[src/rtl/led_ring_pkg.sv]
// Shared types and helpers for the LED-ring controller: display modes,
// brightness lookup and ring mask generation.
package led_ring_pkg;

  typedef enum logic [1:0] {
    MODE_DOT  = 2'd0,
    MODE_BAR  = 2'd1,
    MODE_IDOT = 2'd2,
    MODE_IBAR = 2'd3
  } mode_e;

  localparam int MAX_LEDS = 64;

  // Level 0 is the dimmest non-off value; level k doubles the exponent step.
  function automatic logic [7:0] intensity_lut(input logic [2:0] sel);
    int sh;
    if (sel == 3'd0) return 8'h01;
    sh = 2 * int'(sel) - 1;
    if (sh >= 8) return 8'hFF;
    return 8'(1 << sh);
  endfunction

  // Bits at or above n are always cleared so inverted modes stay inside the ring.
  function automatic logic [MAX_LEDS-1:0] ring_mask(input logic [5:0] pos,
                                                    input mode_e mode,
                                                    input int n);
    logic [MAX_LEDS-1:0] m;
    logic on;
    int p;
    p = int'(pos);
    m = '0;
    for (int i = 0; i < MAX_LEDS; i++) begin
      on = (mode == MODE_DOT || mode == MODE_IDOT) ? (i == p) : (i <= p);
      if (mode == MODE_IDOT || mode == MODE_IBAR) on = !on;
      m[i] = on && (i < n);
    end
    return m;
  endfunction

endpackage

[src/rtl/led_ring_frame_reg.sv]
// Frame output stage: holds a presented frame stable until accepted and
// remembers (via dirty) that newer working state still has to be sent.
module led_ring_frame_reg #(
  parameter int DATA_W = 8
) (
  input  logic              clk,
  input  logic              rst,
  input  logic              upd_i,
  input  logic [DATA_W-1:0] data_i,
  input  logic              ready_i,
  output logic              valid_o,
  output logic [DATA_W-1:0] data_o
);

  logic              valid_q, valid_d;
  logic              dirty_q, dirty_d;
  logic [DATA_W-1:0] data_q, data_d;
  logic              load;

  // An update arriving on a load edge keeps dirty set, so it is sent next frame.
  always_comb begin
    load    = (!valid_q || ready_i) && dirty_q;
    valid_d = valid_q;
    data_d  = data_q;
    if (load) begin
      valid_d = 1'b1;
      data_d  = data_i;
    end else if (valid_q && ready_i) begin
      valid_d = 1'b0;
    end
    dirty_d = upd_i || (dirty_q && !load);
  end

  always_ff @(posedge clk or posedge rst) begin
    if (rst) begin
      valid_q <= 1'b0;
      dirty_q <= 1'b1;
      data_q  <= '0;
    end else begin
      valid_q <= valid_d;
      dirty_q <= dirty_d;
      data_q  <= data_d;
    end
  end

  assign valid_o = valid_q;
  assign data_o  = data_q;

endmodule

[src/rtl/led_ring_ctrl.sv]
// Rotary/LED-ring controller: tracks encoder position and display mode,
// maps the brightness selector, and hands frames to the WS2812B serialiser.
module led_ring_ctrl
  import led_ring_pkg::*;
#(
  parameter int NUM_LEDS = 12,
  parameter int WRAP     = 1,
  parameter int SEL_W    = 2,
  parameter int POS_W    = $clog2(NUM_LEDS)
) (
  input  logic                 clk,
  input  logic                 res,
  input  logic                 rot_up,
  input  logic                 rot_dn,
  input  logic                 push,
  input  logic [SEL_W-1:0]     intensity_in,
  input  logic                 frame_ready,
  output logic                 frame_valid,
  output logic [NUM_LEDS-1:0]  led_mask,
  output logic [7:0]           intensity_out,
  output logic [2+POS_W-1:0]   state_out
);

  localparam int          FW   = NUM_LEDS + 8 + 2 + POS_W;
  localparam logic [POS_W-1:0] LAST = POS_W'(NUM_LEDS - 1);

  logic [POS_W-1:0] pos_q, pos_d;
  mode_e            mode_q, mode_d;
  logic [SEL_W-1:0] sel_q;
  logic             upd;
  logic [NUM_LEDS-1:0] mask_w;
  logic [FW-1:0]    frame_w, frame_o;

  // Opposing pulses cancel; a saturated step leaves pos_d == pos_q.
  always_comb begin
    pos_d  = pos_q;
    mode_d = mode_q;
    if (rot_up && !rot_dn) begin
      if (pos_q == LAST) pos_d = (WRAP != 0) ? '0 : pos_q;
      else               pos_d = pos_q + POS_W'(1);
    end else if (rot_dn && !rot_up) begin
      if (pos_q == '0) pos_d = (WRAP != 0) ? LAST : pos_q;
      else             pos_d = pos_q - POS_W'(1);
    end
    if (push) mode_d = mode_e'(mode_q + 2'd1);
    upd = (pos_d != pos_q) || push || (intensity_in != sel_q);
  end

  always_ff @(posedge clk or posedge res) begin
    if (res) begin
      pos_q  <= '0;
      mode_q <= MODE_DOT;
      sel_q  <= '0;
    end else begin
      pos_q  <= pos_d;
      mode_q <= mode_d;
      sel_q  <= intensity_in;
    end
  end

  assign mask_w  = NUM_LEDS'(ring_mask(6'(pos_q), mode_q, NUM_LEDS));
  assign frame_w = {mode_q, pos_q, intensity_lut(3'(sel_q)), mask_w};

  led_ring_frame_reg #(.DATA_W(FW)) u_frame (
    .clk     (clk),
    .rst     (res),
    .upd_i   (upd),
    .data_i  (frame_w),
    .ready_i (frame_ready),
    .valid_o (frame_valid),
    .data_o  (frame_o)
  );

  assign state_out     = frame_o[FW-1 -: 2+POS_W];
  assign intensity_out = frame_o[NUM_LEDS +: 8];
  assign led_mask      = frame_o[NUM_LEDS-1:0];

endmodule

[config.mk]
export PLATFORM = sky130hd
export DESIGN_NAME = led_ring_ctrl
export DESIGN_NICKNAME = d
export VERILOG_FILES = /design/src/rtl/led_ring_pkg.sv /design/src/rtl/led_ring_frame_reg.sv /design/src/rtl/led_ring_ctrl.sv
export SDC_FILE = /design/constraint.sdc
export NUM_CORES = 1
export LEC_CHECK = 0
export CELL_PAD_IN_SITES_DETAIL_PLACEMENT = 2
export CELL_PAD_IN_SITES_GLOBAL_PLACEMENT = 2
export CORE_UTILIZATION = 35
export CTS_CLUSTER_DIAMETER = 40
export DETAILED_ROUTE_END_ITERATION = 8
export PLACE_DENSITY = 0.9
export SETUP_SLACK_MARGIN = 0.4
export SYNTH_ARGS = -nofsm -noshare
export SYNTH_HDL_FRONTEND = slang
export SYNTH_HIERARCHICAL = 1
export SYNTH_SLANG_ARGS = --single-unit
[constraint.sdc]
create_clock -name clk -period 3.1 [get_ports clk]
set_clock_uncertainty 0.1 [all_clocks]
set_input_delay 0.775 -clock clk [delete_from_list [all_inputs] [get_ports clk]]
set_output_delay 0.775 -clock clk [all_outputs]
set_load 0.005 [all_outputs]
==> metrics <==
Sink Count 36; DR vias 1493; Core Footprint 5956 um2; Yosys top cell by area dfrtp_1; register area share after synthesis 41.41%; worst-path cell chain inv_1, ha_1, o21bai_1, a311oi_2, a31oi_1, or4_1, o21bai_1; Max stage delay on crit path 0.60 ns; DRT Pass-1 Iters 4; ranking of synthesized cells by area dfrtp_1, mux2_4, ha_1; CP max stage cell dfrtp_1; GP Congestion about 0.76; DRC viols 0; Slew headroom 62.45%; TritonCTS clock tree built; WL/cell 18.81 um; Core Rows 28; grt ovf 0; antenna violations before repair 0; Crit Path Class reg2reg; Overall Global Routing Usage 19.10%; endpoints failing setup 0; status finished, final reports clean; CP Buf/Inv Count 1; latest clock arrival within the worst-skew pair between 0.2 and 0.3 ns; MaxCap Viol Count 0; maximum vdd drop slightly below 0.0004 V; first-pass GRT wire length 9.170 mm; H-tree levels 2; CTS resizes 0; nets 244; Inserted Diodes 0; CTS buffer count 5; cts hold-fix bufs 0; total die area 6543 um2; Iter 0 DRT Violations 36; Clock transition at path regs 0.07 ns; Post-Syn Instances 186; vias in the first global route around 1700; Worst path most repeated cell o21bai_1; Crit path max-delay family compound AO/OA/AOI/OAI gates; #FFs+latches synth 36; DR vias/cell 4.993; Post-synth EDFFs 0; final hold vios 0; RSZ-0062 raised after global routing no; most frequent cells after synthesis dfrtp_1, mux2_4, ha_1, inv_1, xor2_1; Max FO, Critical Path 12; post-route ant nets 0; Initial Util 36.58%; fin worst setup slack 0.6105 ns; Die Span Y 80.89 um; synth warn 6; CP Launch Type flop; # Post-CTS Setup Buffers 0; Worst Path Required 3.21 ns; Top FF cell, synth dfrtp_1; FMAX 0.4017 GHz; share of layout cells above drive strength 1 20.98%; maximum clock path buffer count 2; dpl ws 0.3430 ns; most numerous cell in the Yosys netlist dfrtp_1; # IOs 35; Layout area overhead 23.43%; largest net degree at the start of global routing 29; post-route clock period utilization between 80% and 90%; Placed Cells around 290; Die Width slightly above 80 um; hpwl dp 4.149 mm; root buffer cell clkbuf_8; Arr. time, crit path about 2.6 ns; PwrDens between 1000 and 1500 nW/um2; Pleak about 1.2 nW; Syn Std Cell Area 2178 um2; async set-reset flop share out of synthesis 100.0%; Syn Area/Cell 11.71 um2; port buffer count 34; Filler Cells Inserted 630; area share of the largest cell type after synthesis 40.21%; setup TNS 0 ns; synth unique cells 44; Min Clock Period, post-route roughly 2.5 ns; Final Slew Violations 0; Hold Crit Class reg2reg; critical path endpoint category flop; final wirelength ~5.6 mm; fin cells 299; Worst-Margin Slew 0.5632 ns
through the flow:
stage          utilization, %  area [um2]  total power, mW  hold slack, ns
6_report                45.15        2689            2.836          0.4120
5_1_grt                 45.15        2689            3.036          0.4258
4_1_cts                 45.15        2689            2.882          0.4200
3_5_place_dp            43.03        2562            2.384          0.3980
3_3_place_gp            43.03        2562            2.266          0.3912
2_1_floorplan               -        2186            1.819          0.3819
cell type report:
cell class                 count  area [um2]  share of cell area (%)
multi-input combinational    130        1151                   42.81
sequential                    36       902.1                   33.55
timing repair buffer          38       370.4                   13.77
clock buffer                   7       96.34                   3.583
tap                           75       93.84                   3.490
inverter                      12       45.04                   1.675
clock inverter                 1       30.03                   1.117
report_power, final:
part           total [mW]  internal (mW)  switching [mW]
combinational        1.56          0.848           0.707
clock               0.450          0.284           0.166
sequential          0.831          0.650           0.181
total                2.84           1.78            1.05
flip-flops by register name, indices dropped and copies added (netlist names):
signal	count
pos_q	4
u_frame/data_o	26
sel_q	2
u_frame/valid_o	1
mode_q	2
u_frame/dirty_q	1
placed cells by master, fill, tap and decap left out, types with 2 or more instances in the layout:
master           instances
mux2_2                   6
o21bai_1                 2
o21ai_0                  4
ha_1                    13
inv_1                   12
nor2_1                   7
nor3_1                   5
buf_4                    4
nand2_1                  9
a31oi_1                  2
nor2b_1                  3
a211oi_1                 2
nand2b_1                 3
xnor2_1                  5
o31a_1                   2
mux2_4                  20
clkbuf_8                 7
clkdlybuf4s50_1         34
dfrtp_1                 35
and3b_2                  2
conb_1                   3
xor2_1                  12
a21oi_1                 10
mux2i_1                  3
path summary, 6_finish.rpt:
path / from / to / slack [ns] / cells after the start
setup / recovery: pos_q[1]$_DFF_PP0_ / u_frame/dirty_q$_DFF_PP1_ / 0.61 / 7
hold / removal: u_frame/data_o[3]$_DFFE_PP0P_ / u_frame/data_o[3]$_DFFE_PP0P_ / 0.41 / 1
setup reg to reg: pos_q[1]$_DFF_PP0_ / u_frame/dirty_q$_DFF_PP1_ / 0.61 / 7
hold reg to reg: u_frame/data_o[3]$_DFFE_PP0P_ / u_frame/data_o[3]$_DFFE_PP0P_ / 0.41 / 1
max in group asynchronous: res / u_frame/dirty_q$_DFF_PP1_ / 1.77 / 3
min in group asynchronous: res / pos_q[3]$_DFF_PP0_ / 0.70 / 2
cell families after synthesis:
family	synth area share, %
flops	41.41
mux	18.78
simple gates	9.995
other cells	0.1721
xor+xnor	6.835
buf+inv	6.088
compound gates	9.248
fa+ha+maj	7.467
routing by layer:
metal  vias to the layer above  track usage (%)  wire [um]
li1                        700                -          -
met1                       758            23.15       2421
met2                        27            34.29       3013
met3                         8            2.697        109
met4                         0            6.607         79
met5                         -                0          0
worst register-to-register path: stages, from the launching register on:
cell	delay [ns]
dfrtp_1	0.60
inv_1	0.15
ha_1	0.32
o21bai_1	0.21
a311oi_2	0.30
a31oi_1	0.07
or4_1	0.52
o21bai_1	0.17
Note: power is estimated with default switching activity, not from simulation.
